<file path="config.mk">
export PLATFORM = sky130hd
export DESIGN_NAME = braille_angle_sequencer_flat
export DESIGN_NICKNAME = d
export VERILOG_FILES = /design/src/rtl/braille_rotor_pkg.sv /design/src/rtl/braille_angle_sequencer_if.sv /design/src/rtl/braille_face_store.sv /design/src/rtl/braille_angle_sequencer.sv /design/src/flat_wrapper.sv
export SDC_FILE = /design/constraint.sdc
export NUM_CORES = 1
export LEC_CHECK = 0
export ABC_AREA = 1
export ABC_CLOCK_PERIOD_IN_PS = 21500
export BUFFER_PORTS_ARGS = -buffer_cell sky130_fd_sc_hd__buf_2
export CORE_UTILIZATION = 45
export DETAILED_ROUTE_END_ITERATION = 6
export PLACE_DENSITY = 0.63
export SLEW_MARGIN = 20
export SYNTH_ARGS = -nofsm -noshare
export SYNTH_HDL_FRONTEND = slang
export SYNTH_HIERARCHICAL = 1
export SYNTH_SLANG_ARGS = --single-unit
</file>
<file path="constraint.sdc">
create_clock -name clk -period 21.5 [get_ports clk]
set_input_delay 1.075 -clock clk [delete_from_list [all_inputs] [get_ports clk]]
set_output_delay 1.075 -clock clk [all_outputs]
set_load 0.01 [all_outputs]
</file>
<file path="src/rtl/braille_rotor_pkg.sv">
// Shared definitions for the braille rotor angle path.
// Holds the line geometry defaults (rotor count, faces per rotor, angle word
// width), the face/index/angle types, the sequencer state enum and the
// face-to-angle conversion used by the transmit side.
package braille_rotor_pkg;

  localparam int NUM_ROTORS  = 32;
  localparam int FACES       = 8;
  localparam int ANGLE_W     = 8;
  localparam int IDX_W       = $clog2(NUM_ROTORS);
  localparam int FACE_W      = $clog2(FACES);
  localparam int ANGLE_STEP  = (2 ** ANGLE_W) / FACES;
  localparam int ANGLE_SHIFT = $clog2(ANGLE_STEP);

  typedef logic [FACE_W-1:0]  face_t;
  typedef logic [IDX_W-1:0]   idx_t;
  typedef logic [ANGLE_W-1:0] angle_t;

  typedef enum logic [2:0] {
    ST_IDLE,
    ST_SCAN,
    ST_SEND,
    ST_SETTLE,
    ST_DONE
  } state_t;

  // FACES is a power of two, so face * ANGLE_STEP is a plain left shift and
  // the largest face still fits in ANGLE_W bits.
  function automatic angle_t angle_of(face_t face);
    return angle_t'(face) << ANGLE_SHIFT;
  endfunction

endpackage

</file>
<file path="src/rtl/braille_angle_sequencer_if.sv">
// Angle word channel from the sequencer to the motor driver.
// Ports (signals):
//   angle_data  - angle word for the addressed rotor
//   rotor_idx   - rotor addressed by angle_data
//   angle_valid - transfer offered by the sequencer
//   angle_ready - receiver accepts the offered word
// Modports: master (sequencer side), slave (motor driver side).
interface braille_angle_sequencer_if;
  import braille_rotor_pkg::*;

  angle_t angle_data;
  idx_t   rotor_idx;
  logic   angle_valid;
  logic   angle_ready;

  modport master (
    output angle_data,
    output rotor_idx,
    output angle_valid,
    input  angle_ready
  );

  modport slave (
    input  angle_data,
    input  rotor_idx,
    input  angle_valid,
    output angle_ready
  );

endinterface

</file>
<file path="src/rtl/braille_face_store.sv">
// Per-rotor face storage for the angle sequencer.
// shadow    - target faces written by the front end at any time
// snap      - frozen copy of shadow taken at frame start
// committed - last face actually delivered to each rotor
// Ports:
//   clk, reset               - clock, asynchronous active-high reset
//   wr_en, wr_addr, wr_face  - shadow write port (out-of-range index ignored)
//   snap_en                  - copy the whole shadow array into snap
//   commit_en, commit_idx,
//   commit_face              - update one committed entry
//   rd_idx                   - registered rotor index from the sequencer
//   snap_rd, committed_rd    - snap[rd_idx] and committed[rd_idx]
module braille_face_store
  import braille_rotor_pkg::*;
(
  input  logic  clk,
  input  logic  reset,
  input  logic  wr_en,
  input  idx_t  wr_addr,
  input  face_t wr_face,
  input  logic  snap_en,
  input  logic  commit_en,
  input  idx_t  commit_idx,
  input  face_t commit_face,
  input  idx_t  rd_idx,
  output face_t snap_rd,
  output face_t committed_rd
);

  face_t shadow    [NUM_ROTORS];
  face_t snap      [NUM_ROTORS];
  face_t committed [NUM_ROTORS];

  // Decoding the write address against each real entry means indices past
  // NUM_ROTORS simply match nothing. The snapshot copies the pre-edge shadow,
  // so a write in the same cycle as snap_en lands in shadow only.
  always_ff @(posedge clk or posedge reset) begin
    if (reset) begin
      for (int k = 0; k < NUM_ROTORS; k++) begin
        shadow[k]    <= '0;
        snap[k]      <= '0;
        committed[k] <= '0;
      end
    end else begin
      for (int k = 0; k < NUM_ROTORS; k++) begin
        if (wr_en && (wr_addr == idx_t'(k))) shadow[k] <= wr_face;
        if (snap_en) snap[k] <= shadow[k];
        if (commit_en && (commit_idx == idx_t'(k))) committed[k] <= commit_face;
      end
    end
  end

  assign snap_rd      = snap[rd_idx];
  assign committed_rd = committed[rd_idx];

endmodule

</file>
<file path="src/rtl/braille_angle_sequencer.sv">
// Transmit side of the rotor angle interface.
// On start, freezes the target faces and walks every rotor, sending one
// angle word for each rotor whose target differs from its last delivered
// face (or every rotor when forced), with a settle gap after each transfer.
// Ports:
//   clk, reset          - clock, asynchronous active-high reset
//   wr_en/wr_addr/wr_face - target face write into the shadow store
//   start, force_all    - begin a frame (IDLE only); force resend of all rotors
//   busy                - frame in progress
//   done                - one-cycle pulse at frame end
//   sent_count          - transfers accepted in the current/last frame
//   angle_bus           - angle word channel (master side)
module braille_angle_sequencer
  import braille_rotor_pkg::*;
#(
  parameter int SETTLE_CYCLES = 4
) (
  input  logic               clk,
  input  logic               reset,
  input  logic               wr_en,
  input  idx_t               wr_addr,
  input  face_t              wr_face,
  input  logic               start,
  input  logic               force_all,
  output logic               busy,
  output logic               done,
  output logic [IDX_W:0]     sent_count,
  braille_angle_sequencer_if.master angle_bus
);

  // At least one bit even when the settle gap is disabled.
  localparam int SET_W = (SETTLE_CYCLES > 1) ? $clog2(SETTLE_CYCLES) : 1;

  state_t           state_q;
  state_t           next_state;
  idx_t             idx_q;
  logic             force_q;
  logic [SET_W-1:0] settle_cnt;
  angle_t           angle_data_q;
  idx_t             rotor_idx_q;
  logic             valid_q;

  face_t snap_rd;
  face_t committed_rd;
  logic  snap_en;
  logic  commit_en;
  logic  load_out;
  logic  inc_idx;
  logic  advance;
  logic  last_rotor;
  logic  settle_done;

  braille_face_store u_store (
    .clk          (clk),
    .reset        (reset),
    .wr_en        (wr_en),
    .wr_addr      (wr_addr),
    .wr_face      (wr_face),
    .snap_en      (snap_en),
    .commit_en    (commit_en),
    .commit_idx   (idx_q),
    .commit_face  (snap_rd),
    .rd_idx       (idx_q),
    .snap_rd      (snap_rd),
    .committed_rd (committed_rd)
  );

  assign last_rotor  = (idx_q == idx_t'(NUM_ROTORS - 1));
  assign settle_done = (settle_cnt == SET_W'(SETTLE_CYCLES - 1));

  always_ff @(posedge clk or posedge reset) begin
    if (reset) state_q <= ST_IDLE;
    else       state_q <= next_state;
  end

  // Next-state and datapath strobes. "advance" folds the shared
  // end-of-rotor decision used by both SEND (no settle gap) and SETTLE.
  always_comb begin
    next_state = state_q;
    snap_en    = 1'b0;
    commit_en  = 1'b0;
    load_out   = 1'b0;
    inc_idx    = 1'b0;
    advance    = 1'b0;
    case (state_q)
      ST_IDLE: begin
        if (start) begin
          snap_en    = 1'b1;
          next_state = ST_SCAN;
        end
      end
      ST_SCAN: begin
        if (force_q || (snap_rd != committed_rd)) begin
          load_out   = 1'b1;
          next_state = ST_SEND;
        end else if (last_rotor) begin
          next_state = ST_DONE;
        end else begin
          inc_idx = 1'b1;
        end
      end
      ST_SEND: begin
        if (valid_q && angle_bus.angle_ready) begin
          commit_en = 1'b1;
          if (SETTLE_CYCLES > 0) next_state = ST_SETTLE;
          else                   advance    = 1'b1;
        end
      end
      ST_SETTLE: begin
        if (settle_done) advance = 1'b1;
      end
      ST_DONE: begin
        next_state = ST_IDLE;
      end
      default: begin
        next_state = ST_IDLE;
      end
    endcase
    if (advance) begin
      if (last_rotor) begin
        next_state = ST_DONE;
      end else begin
        inc_idx    = 1'b1;
        next_state = ST_SCAN;
      end
    end
  end

  // Output words are captured when leaving SCAN and then frozen, so they
  // stay stable for as long as the receiver stalls. valid follows the
  // registered next state and never sees angle_ready combinationally.
  always_ff @(posedge clk or posedge reset) begin
    if (reset) begin
      idx_q        <= '0;
      force_q      <= 1'b0;
      sent_count   <= '0;
      settle_cnt   <= '0;
      angle_data_q <= '0;
      rotor_idx_q  <= '0;
      valid_q      <= 1'b0;
    end else begin
      if (snap_en) begin
        idx_q      <= '0;
        force_q    <= force_all;
        sent_count <= '0;
      end else begin
        if (inc_idx)   idx_q      <= idx_q + 1'b1;
        if (commit_en) sent_count <= sent_count + 1'b1;
      end
      settle_cnt <= (state_q == ST_SETTLE) ? settle_cnt + 1'b1 : '0;
      if (load_out) begin
        angle_data_q <= angle_of(snap_rd);
        rotor_idx_q  <= idx_q;
      end
      valid_q <= (next_state == ST_SEND);
    end
  end

  assign angle_bus.angle_data  = angle_data_q;
  assign angle_bus.rotor_idx   = rotor_idx_q;
  assign angle_bus.angle_valid = valid_q;
  assign busy = (state_q != ST_IDLE);
  assign done = (state_q == ST_DONE);

endmodule
</file>
<file path="src/flat_wrapper.sv">
// flat-port wrapper written by rule: the top's interface ports become plain ports
module braille_angle_sequencer_flat import braille_rotor_pkg::*;
#(
  parameter int SETTLE_CYCLES = 4
)
  (clk, reset, wr_en, wr_addr, wr_face, start, force_all, busy, done, sent_count, angle_bus_angle_data, angle_bus_rotor_idx, angle_bus_angle_valid, angle_bus_angle_ready);
  braille_angle_sequencer_if angle_bus_i ();
  input  logic clk;
  input  logic reset;
  input  logic wr_en;
  input  idx_t wr_addr;
  input  face_t wr_face;
  input  logic start;
  input  logic force_all;
  output logic busy;
  output logic done;
  output logic [IDX_W:0] sent_count;
  output wire logic [$bits(angle_bus_i.angle_data)-1:0] angle_bus_angle_data;
  output wire logic [$bits(angle_bus_i.rotor_idx)-1:0] angle_bus_rotor_idx;
  output wire logic [$bits(angle_bus_i.angle_valid)-1:0] angle_bus_angle_valid;
  input wire logic [$bits(angle_bus_i.angle_ready)-1:0] angle_bus_angle_ready;
  assign angle_bus_angle_data = angle_bus_i.angle_data;
  assign angle_bus_rotor_idx = angle_bus_i.rotor_idx;
  assign angle_bus_angle_valid = angle_bus_i.angle_valid;
  assign angle_bus_i.angle_ready = angle_bus_angle_ready;
  braille_angle_sequencer #(.SETTLE_CYCLES(SETTLE_CYCLES)) u_core (.clk(clk), .reset(reset), .wr_en(wr_en), .wr_addr(wr_addr), .wr_face(wr_face), .start(start), .force_all(force_all), .busy(busy), .done(done), .sent_count(sent_count), .angle_bus(angle_bus_i));
endmodule
</file>
==> impl_metrics.py, run 1 <==
metrics = {
    "power": {
        "power_frac_comb_pct": 27.3,
        "switchingPower_uw": 670.1,
        "power_density_mw_per_mm2": 125.3,
        "p_leak_nw": 7.276,
        "internal_power_mw": 1.269,
        "switching_share_pct": 34.55,
        "vdd_drop_max_mv": 0.06701,
        "power_frac_seq_pct": 42.8,
        "clockPowerShare_pct": 29.9,
    },
    "setup_path": {
        "r2r_start": "u_core/idx_q[0]$_DFFE_PP0P_",
        "endpoint": "u_core/u_store/committed[6]$_DFFE_PP0P_",
        "crit_type": "flip-flop to flip-flop",
        "crit_chain": "inv_4 -> nand2_1 -> nand3_1 -> nand3_1 -> nand2_1 -> nand2_1 -> nand2_1 -> nand2_1 -> nand2_1 -> inv_1 -> o21ai_0",
        "timing.rr.end": "u_core/u_store/committed[6]$_DFFE_PP0P_",
        "crit_path_top_delay_cell": "inv_1",
        "cpMostUsedCell": "nand2_1",
        "crit_required_ns": 21.83,
        "startpoint": "u_core/idx_q[0]$_DFFE_PP0P_",
        "startpoint_type": "flip-flop",
        "reg2reg_depth": 11,
        "r2r_slack_ns": 18.04,
        "endpoint_kind": "flip-flop",
        "cp.arrival_ns": 3.79,
        "path_max_fanout": 96,
        "slowest_delay_ns": 0.81,
    },
    "timing": {
        "min_period_ns": 3.463,
        "finalHoldViolCount": 0,
        "fmax_mhz": 288.7,
        "timing.final.ws_setup_ns": 18.04,
        "slew_violations": 0,
        "grt_setup_unrepaired": "no",
        "slew_headroom_pct": 27.50,
        "setup_violations": 0,
        "whs_ns": 0.4306,
        "final.setup_skew_ns": 0.007524,
        "tns_ns": 0,
        "tightest_slew_ns": 1.086,
        "period_share_pct": 16.11,
    },
    "detailed_routing": {
        "post_drt_via_cell_ratio": 5.319,
        "ant_nets": 0,
        "detail_route.wl_per_cell_um": 16.87,
        "drt_pass1_iterations": 5,
        "drc": 0,
        "vias": 10560,
        "wl_um": 33490,
        "drt-initial-drc-count": 964,
    },
    "global_route": {
        "grtUsageTotal_pct": 21.87,
        "grt_pass1_vias": 10250,
        "grt-ovfl-total": 0,
        "antenna_found_initial": 0,
        "grt_max_degree": 152,
        "grt_pass1_wl_um": 54940,
    },
    "cells_and_area": {
        "antenna_cells": 0,
        "final_nets": 1584,
        "layout_common_cells": "nand2_1 (582), dfrtp_1 (312), o21ai_0 (194), nand3_1 (151), mux2_2 (96)",
        "final_common_cell": "nand2_1",
        "finalInstanceArea_mm2": 0.01547,
        "areaGrowthSynthToFinish_pct": 10.53,
        "final_cells": 1985,
        "drive_above_1_share_pct": 13.78,
    },
    "place": {
        "port_buffers": 30,
        "gp_congestion": 0.7996,
        "post_dp_cell_area_mm2": 0.01432,
        "dp_cells": 1924,
        "place_ws_ns": 18.08,
        "dp_hpwl_um": 20190,
    },
    "floorplan": {
        "rows": 64,
        "dieArea_mm2": 0.03181,
        "start_util_pct": 45.76,
        "num_io_pins": 36,
        "fp.dieH_um": 178.4,
        "die_w_um": 178.4,
        "core_mm2": 0.03059,
    },
    "synthesis": {
        "yosys.area_share.simple_pct": 23.56,
        "synth_compound_area_share_pct": 7.509,
        "ys_ff_latch": 314,
        "yosysWarnings": 6,
        "synthAdderAreaFrac_pct": 0.3576,
        "synth_area_per_cell_um2": 8.973,
        "ys_types": 27,
        "synth.mux.area_fraction_pct": 7.723,
        "synth_seq_area_share_pct": 56.14,
        "synth-xor-area-share_pct": 0.1251,
        "syn_area_mm2": 0.01400,
        "syn_inst": 1560,
        "synth_top_family_by_area": "simple AND/OR/NAND/NOR gates",
    },
    "clocking": {
        "cts_tree": "yes",
        "cts.sinks": 314,
        "cts-resized-gates": 0,
        "cts_buffer_depth": 3,
        "clkLatencyLatePin_ns": 0.51,
        "cts.clk_slew.worst_paths_ns": 0.06,
        "cts.htree.levels": 2,
        "hold_buffers": 0,
        "cts-root-buf": "clkbuf_16",
        "cts_inserted_buffers": 35,
        "postCtsSetupBuffers": 0,
    },
    "job": {
        "drv_cap": 0,
    },
    "worst_hold_path": {
        "hold_path.class": "flip-flop to flip-flop",
        "whs_path_depth": 1,
    },
    "outcome": {
        "outcome": "finished, final reports clean",
    },
}
power by group through the flow:
| stage | Sequential, mW | Combinational, mW | Clock [mW] |
|---|---|---|---|
| CTS | 0.830 | 0.534 | 0.596 |
| global placement | 0.835 | 0.521 | 0 |
| detailed placement | 0.840 | 0.531 | 0 |
| floorplan | 0.807 | 0.415 | 0 |
| finish | 0.831 | 0.529 | 0.579 |
| global route | 0.849 | 0.595 | 0.617 |
sequential cells by signal (all words and copies together), names as in the netlist:
register	cells
u_core/state_q	3
u_core/sent_count	6
u_core/u_store/shadow	96
u_core/settle_cnt	2
u_core/force_q	1
u_core/angle_bus.angle_data	3
u_core/u_store/snap	96
u_core/angle_bus.rotor_idx	5
u_core/idx_q	5
u_core/angle_bus.angle_valid	1
u_core/u_store/committed	96
how the worst min path moves through the flow:
stage	startpoint	endpoint	slack, ns
finish	u_core/settle_cnt[0]$_DFF_PP0_	u_core/settle_cnt[0]$_DFF_PP0_	0.43
global route	u_core/settle_cnt[0]$_DFF_PP0_	u_core/settle_cnt[0]$_DFF_PP0_	0.44
CTS	u_core/settle_cnt[0]$_DFF_PP0_	u_core/settle_cnt[0]$_DFF_PP0_	0.43
detailed placement	u_core/settle_cnt[0]$_DFF_PP0_	u_core/settle_cnt[0]$_DFF_PP0_	0.42
global placement	u_core/settle_cnt[0]$_DFF_PP0_	u_core/settle_cnt[0]$_DFF_PP0_	0.42
floorplan	u_core/settle_cnt[0]$_DFF_PP0_	u_core/settle_cnt[0]$_DFF_PP0_	0.41
cells by family (layout without fill, tap and decap cells):
kind of cell / after synthesis / in the layout
XOR/XNOR: 2 / 2
buffers and inverters: 131 / 156
multiplexers: 96 / 96
other: 1 / 5
adder cells (fa/ha/maj): 4 / 4
AO/OA/AOI/OAI: 210 / 210
flip-flops: 314 / 314
AND/OR/NAND/NOR: 802 / 802
cell type report:
type | count | area (um^2)
tap | 396 | 495.5
clock inverter | 8 | 65.06
clock buffer | 52 | 1052
multi-input combinational | 1119 | 5517
sequential | 314 | 7863
timing repair buffer | 42 | 260.3
fill | 2943 | 15120
inverter | 54 | 219.0
cell usage after synthesis (all sizes together):
cell	n	share of area (%)
nand4	2	0.089
nand2	587	16
a21oi	3	0.11
dfrtp	314	56
nand3	157	5.9
conb	1	0.027
clkbuf	24	0.64
buf	53	2.4
nor3	3	0.14
xor2	2	0.13
o21ai	207	7.4
mux2	96	7.7
nor2	53	1.6
inv	54	1.5
ha	4	0.36
per-stage QoR:
stage               power [mW]  util (%)
floorplan                1.221         -
global placement         1.356     46.82
detailed placement       1.371     46.82
CTS                      1.960     50.47
global route             2.061     50.58
finish                   1.939     50.58
worst max-delay path, delay by kind of cell (launching register included):
family,cells,cell delay (ns)
AO/OA/AOI/OAI,1,0.27
AND/OR/NAND/NOR,8,0.87
flip-flops,1,0.75
buffers and inverters,2,1.31
metal layers:
metal | vias to the layer above | GRT usage, % | part of all wire [%]
met2 | 234 | 34.72 | 46
li1 | 5112 | - | -
met4 | 0 | 6.391 | 2.5
met1 | 5159 | 31.11 | 48
met3 | 53 | 3.069 | 4.3
met5 | - | 0 | 0
Power figures use the tool's default switching activity.
==> run 2, diff against run 1 <==
--- a/config.mk
+++ b/config.mk
@@ -5,8 +5,8 @@
 export SDC_FILE = /design/constraint.sdc
 export NUM_CORES = 1
 export LEC_CHECK = 0
-export ABC_AREA = 1
-export ABC_CLOCK_PERIOD_IN_PS = 21500
+export ABC_AREA = 0
+export ABC_CLOCK_PERIOD_IN_PS = 3200
 export BUFFER_PORTS_ARGS = -buffer_cell sky130_fd_sc_hd__buf_2
 export CORE_UTILIZATION = 45
 export DETAILED_ROUTE_END_ITERATION = 6
==> constraint.sdc (replaced) <==
create_clock -name clk -period 3.2 [get_ports clk]
set_input_delay 0.16 -clock clk [delete_from_list [all_inputs] [get_ports clk]]
set_output_delay 0.16 -clock clk [all_outputs]
set_load 0.01 [all_outputs]
==> run 2 against run 1 <==
The run now ends with negative setup slack left. Die area down 0.43%. First-iteration DRC count down 55%. Clock skew up 0.0050 ns. Power rose to 6.6 times the previous value. Final cell count down 31%. Utilization up 1.6 points. Design area up 2.9%. Synthesized cell count down 42%. Area after synthesis down 0.44%. Worst hold slack worse by 0.23 ns. Combinational power rose to 6.7 times the previous value. Maximum frequency up 5.0%. Critical path type unchanged.
==> impl_metrics.py, run 2 <==
metrics = {
    "outcome": {
        "outcome": "finished, violations left",
        "violations": "negative setup slack",
    },
    "global_route": {
        "grtUsageTotal_pct": 19.40,
        "grt-ovfl-total": 0,
        "antenna_found_initial": 0,
        "grt_pass1_wl_um": 47710,
        "grt_pass1_vias": 8128,
        "grt_max_degree": 73,
    },
    "synthesis": {
        "ys.flop_type": "dfrtp_1",
        "yosys-top-cells-count": "dfrtp_1 (314), mux2_1 (278), mux4_2 (60)",
        "async_flop_share_pct": 100.0,
        "ys_ff_latch": 314,
        "synth_area_leaders": "dfrtp_1 (56%), mux2_1 (22%), mux4_2 (9.7%)",
        "yosysWarnings": 6,
        "synth_top_cell_area_share_pct": 56.38,
        "synth_area_per_cell_um2": 15.33,
        "synth_edf_count": 0,
        "syn_area_mm2": 0.01394,
        "ys_types": 40,
        "synth_most_common_cell": "dfrtp_1",
        "yosysTopAreaCell": "dfrtp_1",
        "syn_inst": 909,
        "synth_seq_area_share_pct": 56.38,
    },
    "setup_path": {
        "endpoint_kind": "flip-flop",
        "crit_required_ns": 3.58,
        "startpoint_type": "flip-flop",
        "r2r_start": "u_core/idx_q[1]$_DFFE_PP0P_",
        "crit_type": "flip-flop to flip-flop",
        "path_max_fanout": 14,
        "cp.arrival_ns": 3.68,
        "startpoint": "u_core/idx_q[1]$_DFFE_PP0P_",
    },
    "timing": {
        "fmax_mhz": 303.3,
        "min_period_ns": 3.297,
        "finalHoldViolCount": 0,
        "slew_headroom_pct": 29.46,
        "slew_violations": 0,
        "timing.final.ws_setup_ns": -0.09692,
        "grt_setup_unrepaired": "yes",
        "period_share_pct": 103.0,
        "whs_ns": 0.2039,
        "final.setup_skew_ns": 0.01248,
        "tightest_slew_ns": 1.044,
        "setup_violations": 8,
    },
    "cells_and_area": {
        "final_common_cell": "dfrtp_1",
        "fillers": 2547,
        "areaGrowthSynthToFinish_pct": 14.19,
        "antenna_cells": 0,
        "largest_registers": "u_core/u_store/committed: 96 flops, u_core/u_store/shadow: 96 flops, u_core/u_store/snap: 96 flops",
        "final_nets": 982,
        "drive_above_1_share_pct": 22.20,
        "layout_common_cells": "dfrtp_1 (312), mux2_1 (278), mux4_2 (60), nand2_1 (38), nor2_1 (37)",
    },
    "power": {
        "p_leak_nw": 7.564,
        "vdd_drop_max_mv": 0.3661,
        "power_density_mw_per_mm2": 806.8,
    },
    "detailed_routing": {
        "detail_route.wl_per_cell_um": 21.20,
        "post_drt_via_cell_ratio": 5.592,
        "drt_pass1_iterations": 4,
        "drt-initial-drc-count": 438,
        "vias": 7706,
        "ant_nets": 0,
        "drc": 0,
        "wl_um": 29220,
    },
    "clocking": {
        "clkLatencyLatePin_ns": 0.51,
        "cts_buffer_depth": 3,
        "cts.htree.levels": 2,
        "cts.sinks": 314,
        "cts_tree": "yes",
        "cts.clk_slew.worst_paths_ns": 0.06,
        "cts_inserted_buffers": 34,
        "cts-root-buf": "clkbuf_16",
    },
    "place": {
        "port_buffers": 30,
        "place_ws_ns": -0.1434,
        "dp_hpwl_um": 18980,
        "gp_congestion": 0.7750,
    },
    "floorplan": {
        "num_io_pins": 36,
        "die_w_um": 178.0,
        "core_mm2": 0.03051,
        "fp.dieH_um": 178.0,
        "dieArea_mm2": 0.03168,
        "rows": 64,
        "start_util_pct": 45.68,
    },
    "worst_hold_path": {
        "hold_path.class": "input pin to flip-flop",
        "hp-start": "start",
    },
    "job": {
        "drv_cap": 0,
    },
}
[run 2: worst max-delay path, cell delays in order, from the launching register on]
cell and delay (ns):
dfrtp_4 0.53, buf_12 0.18, mux4_2 0.50, mux4_2 0.50, mux2_4 0.32, xor2_2 0.19, nor4_4 0.32, or2_4 0.19
buf_12 0.13, mux2_4 0.30
[run 2: layout make-up]
| type | count | area (um^2) | area share [%] |
|---|---|---|---|
| multi-input combinational | 535 | 5838 | 36.69 |
| timing repair buffer | 71 | 600.6 | 3.774 |
| sequential | 314 | 7863 | 49.41 |
| tap | 396 | 495.5 | 3.114 |
| clock inverter | 7 | 88.84 | 0.5583 |
| clock buffer | 47 | 991.0 | 6.227 |
| inverter | 8 | 36.28 | 0.2280 |
[run 2: repair_timing]
| action | CTS | global route |
|---|---|---|
| endpoints found under the setup margin | 11 | 15 |
| cloned | 0 | 0 |
| resized for setup | 1 | 5 |
| setup buffers | 1 | 2 |
| pin swaps | 1 | 1 |
| hold buffers | 2 | 0 |
| hold endpoints to repair | 51 | 0 |
[run 2: worst paths after layout]
| kind | end | depth (start not counted) | slack, ns |
|---|---|---|---|
| worst max register to register | u_core/angle_bus.rotor_idx[2]$_DFFE_PP0P_ | 9 | -0.1 |
| worst min-delay path | u_core/angle_bus.angle_valid$_DFF_PP0_ | 5 | 0.20 |
| min in group asynchronous | u_core/settle_cnt[0]$_DFF_PP0_ | 3 | 0.28 |
| worst max-delay path | u_core/angle_bus.rotor_idx[2]$_DFFE_PP0P_ | 9 | -0.1 |
| worst min register to register | u_core/settle_cnt[0]$_DFF_PP0_ | 1 | 0.44 |
| max in group asynchronous | u_core/u_store/shadow[25]$_DFFE_PP0P_ | 4 | 1.99 |
[run 2: through the flow]
stage	utilization, %	total power, mW	instance area [um^2]	std cells	setup TNS (ns)
2_1_floorplan	-	7.784	14000	913	-225.12
3_3_place_gp	48.37	8.935	14760	1319	-0.9765
3_5_place_dp	48.37	9.021	14760	1319	-1.120
4_1_cts	52.01	12.93	15870	1376	-1.221
5_1_grt	52.16	13.52	15910	1378	-1.553
6_report	52.16	12.84	15910	1378	-0.7099
[run 2: layer usage]
layer	track usage [%]	vias up	part of all wire, %
met4	5.164	0	2.1
met1	28.57	4124	48
met3	2.600	49	2.7
met5	0	-	0
met2	30.20	109	47
li1	-	3424	-
[run 2: kinds of logic (layout without fill, tap and decap cells)]
group,after synthesis,count (layout),synth area share [%]
fa+ha+maj,4,4,0.3591
compound gates,11,11,0.4848
mux,369,369,34.82
flops,314,314,56.38
buf+inv,64,133,2.182
simple gates,138,138,5.243
xor+xnor,8,8,0.5028
other cells,1,5,0.02691
[run 2: power breakdown]
part	internal, mW	leakage [nW]	switching, mW
logic	1.77	2.87	1.75
clock network	2.31	0.536	1.53
registers	4.82	4.16	0.651
total	8.90	7.56	3.94
